--- config.mk ---
export PLATFORM = sky130hd
export DESIGN_NAME = serial_word_sender_flat
export DESIGN_NICKNAME = d
export VERILOG_FILES = /design/src/rtl/serial_pkg.sv /design/src/rtl/serial_word_sender_if.sv /design/src/rtl/word_fifo.sv /design/src/rtl/serial_word_sender.sv /design/src/flat_wrapper.sv
export SDC_FILE = /design/constraint.sdc
export NUM_CORES = 1
export LEC_CHECK = 0
export ABC_AREA = 1
export CELL_PAD_IN_SITES_DETAIL_PLACEMENT = 2
export CELL_PAD_IN_SITES_GLOBAL_PLACEMENT = 2
export CORE_ASPECT_RATIO = 0.6
export CORE_MARGIN = 10
export CORE_UTILIZATION = 33
export DETAILED_ROUTE_END_ITERATION = 6
export PLACE_DENSITY_LB_ADDON = 0.12
export SLEW_MARGIN = 0
export SYNTH_ARGS = -nofsm -noshare
export SYNTH_HDL_FRONTEND = slang
export SYNTH_SLANG_ARGS = --single-unit
--- constraint.sdc ---
create_clock -name clk -period 3.4 [get_ports clk]
set_clock_uncertainty 0.15 [all_clocks]
set_input_delay 0.85 -clock clk [delete_from_list [all_inputs] [get_ports clk]]
set_output_delay 0.85 -clock clk [all_outputs]
set_load 0.05 [all_outputs]
--- src/rtl/serial_pkg.sv ---
// Shared types and defaults for the serial word sender.
package serial_pkg;

    typedef enum logic {IDLE, SHIFT} sender_state_t;

    localparam int SER_WIDTH_DEFAULT = 4;

endpackage

--- src/rtl/serial_word_sender_if.sv ---
// Upstream valid/ready word handshake for the serial word sender.
interface serial_word_sender_if
    import serial_pkg::*;
#(
    parameter int WIDTH = SER_WIDTH_DEFAULT
);

    logic             in_valid;
    logic             in_ready;
    logic [WIDTH-1:0] in_data;

    modport master (output in_valid, output in_data, input in_ready);
    modport slave  (input in_valid, input in_data, output in_ready);

endinterface

--- src/rtl/word_fifo.sv ---
// Small word FIFO with a registered head word, so a pop can load it on the same edge.
module word_fifo #(
    parameter int WIDTH = 4,
    parameter int DEPTH = 2
) (
    input  logic                       clk,
    input  logic                       reset,
    input  logic                       push,
    input  logic                       pop,
    input  logic [WIDTH-1:0]           wdata,
    output logic [WIDTH-1:0]           rdata,
    output logic                       full,
    output logic                       empty,
    output logic [$clog2(DEPTH):0]     level
);

    localparam int PW = $clog2(DEPTH);
    localparam int LW = PW + 1;

    logic [WIDTH-1:0] mem [DEPTH];
    logic [PW-1:0]    wr_ptr_reg;
    logic [PW-1:0]    rd_ptr_reg;
    logic [PW-1:0]    rd_ptr_next;
    logic [LW-1:0]    level_reg;
    logic [WIDTH-1:0] head_reg;
    logic [WIDTH-1:0] head_next;
    logic             do_push;
    logic             do_pop;

    assign full    = (level_reg == LW'(DEPTH));
    assign empty   = (level_reg == '0);
    assign do_push = push && !full;
    assign do_pop  = pop && !empty;
    assign rd_ptr_next = rd_ptr_reg + PW'(1);

    // The head register always holds the word at rd_ptr, refilled on every pop
    // or on a push into an empty FIFO.
    always_comb begin
        head_next = head_reg;
        if (do_pop) begin
            if (level_reg > LW'(1))
                head_next = mem[rd_ptr_next];
            else if (do_push)
                head_next = wdata;
        end else if (empty && do_push) begin
            head_next = wdata;
        end
    end

    always_ff @(posedge clk) begin
        if (do_push)
            mem[wr_ptr_reg] <= wdata;
    end

    always_ff @(posedge clk) begin
        if (reset) begin
            wr_ptr_reg <= '0;
            rd_ptr_reg <= '0;
            level_reg  <= '0;
            head_reg   <= '0;
        end else begin
            head_reg <= head_next;
            if (do_push)
                wr_ptr_reg <= wr_ptr_reg + PW'(1);
            if (do_pop)
                rd_ptr_reg <= rd_ptr_next;
            case ({do_push, do_pop})
                2'b10:   level_reg <= level_reg + LW'(1);
                2'b01:   level_reg <= level_reg - LW'(1);
                default: level_reg <= level_reg;
            endcase
        end
    end

    assign rdata = head_reg;
    assign level = level_reg;

endmodule

--- src/rtl/serial_word_sender.sv ---
// Buffers parallel words and shifts them out MSB-first, one bit per cycle.
// Optional SENDER_GAP_EN inserts one idle cycle after every word.
module serial_word_sender
    import serial_pkg::*;
#(
    parameter int WIDTH = SER_WIDTH_DEFAULT,
    parameter int DEPTH = 2
) (
    input  logic                   clk,
    input  logic                   reset,
    serial_word_sender_if.slave    up,
    output logic                   ser_out,
    output logic                   ser_en,
    output logic                   word_done,
    output logic                   busy,
    output logic [$clog2(DEPTH):0] level
);

    localparam int CW = (WIDTH > 1) ? $clog2(WIDTH) : 1;

    sender_state_t    state_reg, state_next;
    logic [WIDTH-1:0] shreg_reg, shreg_next;
    logic [CW-1:0]    bitcnt_reg, bitcnt_next;
    logic [WIDTH-1:0] fifo_rdata;
    logic             fifo_full;
    logic             fifo_empty;
    logic             fifo_push;
    logic             fifo_pop;
    logic             last_bit;

    assign fifo_push   = up.in_valid && !fifo_full;
    assign up.in_ready = !fifo_full;

    word_fifo #(
        .WIDTH (WIDTH),
        .DEPTH (DEPTH)
    ) u_fifo (
        .clk   (clk),
        .reset (reset),
        .push  (fifo_push),
        .pop   (fifo_pop),
        .wdata (up.in_data),
        .rdata (fifo_rdata),
        .full  (fifo_full),
        .empty (fifo_empty),
        .level (level)
    );

    assign last_bit = (bitcnt_reg == CW'(WIDTH - 1));

    always_comb begin
        state_next  = state_reg;
        shreg_next  = shreg_reg;
        bitcnt_next = bitcnt_reg;
        fifo_pop    = 1'b0;
        case (state_reg)
            IDLE: begin
                if (!fifo_empty) begin
                    fifo_pop    = 1'b1;
                    shreg_next  = fifo_rdata;
                    bitcnt_next = '0;
                    state_next  = SHIFT;
                end
            end
            SHIFT: begin
                shreg_next  = {shreg_reg[WIDTH-2:0], 1'b0};
                bitcnt_next = bitcnt_reg + CW'(1);
                if (last_bit) begin
`ifdef SENDER_GAP_EN
                    state_next = IDLE;
`else
                    if (!fifo_empty) begin
                        fifo_pop    = 1'b1;
                        shreg_next  = fifo_rdata;
                        bitcnt_next = '0;
                    end else begin
                        state_next = IDLE;
                    end
`endif
                end
            end
            default: state_next = IDLE;
        endcase
    end

    always_ff @(posedge clk) begin
        if (reset) begin
            state_reg  <= IDLE;
            shreg_reg  <= '0;
            bitcnt_reg <= '0;
        end else begin
            state_reg  <= state_next;
            shreg_reg  <= shreg_next;
            bitcnt_reg <= bitcnt_next;
        end
    end

    assign ser_en    = (state_reg == SHIFT);
    assign ser_out   = ser_en && shreg_reg[WIDTH-1];
    assign word_done = ser_en && last_bit;
    assign busy      = ser_en || !fifo_empty;

endmodule

--- src/flat_wrapper.sv ---
// flat-port wrapper written by rule: the top's interface ports become plain ports
module serial_word_sender_flat import serial_pkg::*;
#(
    parameter int WIDTH = SER_WIDTH_DEFAULT,
    parameter int DEPTH = 2
)
  (clk, reset, ser_out, ser_en, word_done, busy, level, up_in_valid, up_in_data, up_in_ready);
  serial_word_sender_if #(.WIDTH(WIDTH)) up_i ();
  input  logic clk;
  input  logic reset;
  output logic ser_out;
  output logic ser_en;
  output logic word_done;
  output logic busy;
  output logic [$clog2(DEPTH):0] level;
  input wire logic [$bits(up_i.in_valid)-1:0] up_in_valid;
  input wire logic [$bits(up_i.in_data)-1:0] up_in_data;
  output wire logic [$bits(up_i.in_ready)-1:0] up_in_ready;
  assign up_i.in_valid = up_in_valid;
  assign up_i.in_data = up_in_data;
  assign up_in_ready = up_i.in_ready;
  serial_word_sender #(.WIDTH(WIDTH), .DEPTH(DEPTH)) u_core (.clk(clk), .reset(reset), .up(up_i), .ser_out(ser_out), .ser_en(ser_en), .word_done(word_done), .busy(busy), .level(level));
endmodule
==> impl_metrics.py <==
metrics = {
    "clock_tree": {
        "htree_levels": 1,
        "cts_root_buffer": "clkbuf_8",
        "clk_pin_slew_worst_paths_ns": 0.08,
        "post_cts_buffers": 0,
        "tritoncts": "built",
        "cts_hold_buf": 0,
        "numClockSinks": 23,
        "cts_buffers": 3,
        "cts_resized": 0,
        "cts_buffer_depth": 2,
        "clk_latency_ns": 0.27,
    },
    "drt": {
        "met3RoutedLength_um": 137,
        "topRoutingLayerUsed": "met4",
        "drt-initial-drc-count": 45,
        "routed_wl_mm": 2.825,
        "vias": 897,
        "wl_met1_mm": 1.381,
        "vias_per_cell": 4.746,
        "detailroute.wirelength.met2_mm": 1.288,
        "wl_per_cell_um": 14.95,
        "post-route-drc-count": 0,
        "postRouteAntennaNets": 0,
        "first_pass_iters": 4,
    },
    "outcome": {
        "outcome": "finished clean",
    },
    "yosys": {
        "synth_top_family_by_area": "simple AND/OR/NAND/NOR gates",
        "synth_compound_area_share_pct": 13.14,
        "syn_area_per_cell_um2": 7.994,
        "yosysSeqAreaShare_pct": 51.61,
        "synthDominantCellAreaShare_pct": 28.67,
        "synth_xor_area_share_pct": 0.8363,
        "yosys.area_share.adder_pct": 5.974,
        "synthesis.area_um2": 1047,
        "synth-async-reset-ratio_pct": 0,
        "synthCells": 131,
        "synth_seq_cells": 23,
        "synthMuxAreaShare_pct": 0,
        "synth_edf_count": 8,
        "synth_simple_gate_area_share_pct": 21.51,
        "syn-num-nets": 143,
        "synth_warnings": 0,
        "synthTopCellsByArea": "dfxtp_1 29%, edfxtp_1 23%, nand2_1 13%",
        "synth_common_cells": "37 x nand2_1, 16 x inv_1, 15 x a21oi_1, 15 x dfxtp_1, 12 x nor2_1",
        "synthFlopType": "dfxtp_1",
        "synth_top_area_cell": "dfxtp_1",
        "synth.most_common_cell": "nand2_1",
        "synth_cell_type_count": 18,
    },
    "floorplanning": {
        "fp.dieArea_um2": 5901,
        "fp-row-count": 15,
        "die_y_um": 63.64,
        "coreArea_um2": 2947,
        "initial_utilization_pct": 35.54,
        "die_x_um": 92.73,
        "ioPinCount": 14,
    },
    "place": {
        "port_buffers": 13,
        "dpl.cell_count": 185,
        "placed_area_um2": 1225,
        "gp_congestion": 0.7304,
        "place_hpwl_mm": 2.246,
    },
    "timing": {
        "fmax_mhz": 320.1,
        "tightest_slew_ns": 0.5708,
        "relSlewSlack_pct": 61.81,
        "timing.setup.tns_ns": 0,
        "rsz0062_at_grt": "no",
        "final-setup-viol-count": 0,
        "period_needed_ns": 3.124,
        "finalMaxSlewViolations": 0,
        "finalHoldViolations": 0,
        "period_share_pct": 91.90,
    },
    "finish": {
        "synthToLayoutAreaGrowth_pct": 21.39,
        "fin_util_pct": 43.14,
        "fillers": 343,
        "final_cells": 189,
        "fin_area_um2": 1271,
        "largest_reg_flops": 8,
        "n_antenna_cell": 0,
        "num-nets-final": 160,
        "drive_gt1_share_pct": 4.762,
    },
    "setup_path": {
        "critical_path.max_stage_delay_ns": 0.86,
        "r2r_start": "u_core.u_fifo.level[1]",
        "r2r-end": "u_core.u_fifo.rdata[0]",
        "path_buf_inv": 2,
        "critPathArrivalTime_ns": 2.12,
        "path_cells": "inv_1 > ha_1 > nand2_1 > clkdlybuf4s50_1",
        "r2r_cells": 12,
        "cp_top_family": "buffers and inverters",
        "worstSetupEndpointType": "primary output",
        "crit_fanout": 7,
        "crit_type": "reg -> out",
        "critPathRequiredTime_ns": 2.40,
        "cp-startpoint": "u_core.u_fifo.level[0]",
        "cpMaxStageDelayCell": "clkdlybuf4s50_1",
        "start_kind": "flip-flop",
        "rrSetupSlack_ns": 1.13,
    },
    "grt": {
        "grt_pass1_wl_mm": 4.961,
        "antenna_found_initial": 0,
        "grt_pass1_vias": 997,
        "grt_max_degree": 14,
        "grt-ovfl-total": 0,
        "track_usage_pct": 10.54,
    },
    "power": {
        "p_leak_nw": 0.5651,
        "irDropWorstVdd_mv": 0.3734,
        "p_per_area_nw_per_um2": 906.2,
    },
    "min_path": {
        "min_to": "u_core.bitcnt_reg[0]",
        "worstHoldStart": "u_core.bitcnt_reg[0]",
        "worstHoldPathCells": 1,
        "min_path_type": "reg -> reg",
    },
    "run": {
        "max_cap_violations": 0,
    },
}
## metrics by stage
stage / setup WS (ns) / total power [mW] / hold slack [ns]
3_5_place_dp: 0.5568 / 0.9877 / 0.3126
5_1_grt: 0.1250 / 1.259 / 0.3641
2_1_floorplan: 0.8611 / 0.8054 / 0.2830
4_1_cts: 0.2407 / 1.173 / 0.3419
3_3_place_gp: 0.6471 / 0.9502 / 0.3117
6_report: 0.2756 / 1.152 / 0.3390
## power by group
group	internal, mW	switching, mW
combinational	0.171	0.384
clock	0.0819	0.0894
sequential	0.372	0.0535
total	0.625	0.527
## cell type report
type | count | area [um^2] | share of cell area, %
sequential | 23 | 540.5 | 42.52
clock buffer | 3 | 41.29 | 3.248
multi-input combinational | 89 | 434.2 | 34.15
timing repair buffer | 13 | 130.1 | 10.24
tap | 42 | 52.55 | 4.134
clock inverter | 1 | 5.005 | 0.3937
inverter | 18 | 67.56 | 5.315
## metal layers
| metal | up-vias | GRT usage, % |
|---|---|---|
| met1 | 427 | 13.25 |
| met2 | 12 | 16.23 |
| met4 | 0 | 2.874 |
| met5 | - | 0 |
| met3 | 4 | 4.137 |
| li1 | 454 | - |
## how the worst max path moves through the flow
| stage | endpoint | slack, ns | depth (start not counted) |
|---|---|---|---|
| global placement | busy | 0.65 | 4 |
| CTS | busy | 0.24 | 4 |
| detailed placement | busy | 0.56 | 4 |
| finish | busy | 0.28 | 4 |
| floorplan | busy | 0.86 | 3 |
| global route | busy | 0.12 | 4 |
## worst reg2reg max path, cell delays in order (launching register included)
cell     delay (ns)
dfxtp_1        0.33
inv_1          0.14
ha_1           0.33
inv_2          0.08
nand2_1        0.17
inv_1          0.10
ha_1           0.24
inv_1          0.08
nor2_1         0.06
nor2_2         0.24
nand2_1        0.08
nor2_1         0.13
nor2_1         0.05
## logic make-up after synthesis
logic type | Yosys count
flops | 23
fa+ha+maj | 5
simple gates | 56
compound gates | 27
buf+inv | 19
xor+xnor | 1
## cells in the final DEF (no fill, tap or decap)
cell type / synthesis / layout
clkbuf_8: 0 / 3
clkdlybuf4s50_1: 0 / 13
nor2_1: 12 / 12
o21ai_1: 1 / 1
nor2_2: 1 / 1
inv_1: 16 / 16
nand3_1: 4 / 4
nand3_2: 1 / 1
edfxtp_1: 8 / 8
dfxtp_1: 15 / 15
nand2_1: 37 / 37
ha_1: 5 / 5
inv_2: 1 / 1
a21oi_1: 15 / 15
xor2_1: 1 / 1
nor3_1: 1 / 1
o211ai_1: 1 / 1
clkinv_1: 1 / 1
o21ai_0: 10 / 10
clkinv_2: 0 / 1
Note: power is estimated with default switching activity, not from simulation.
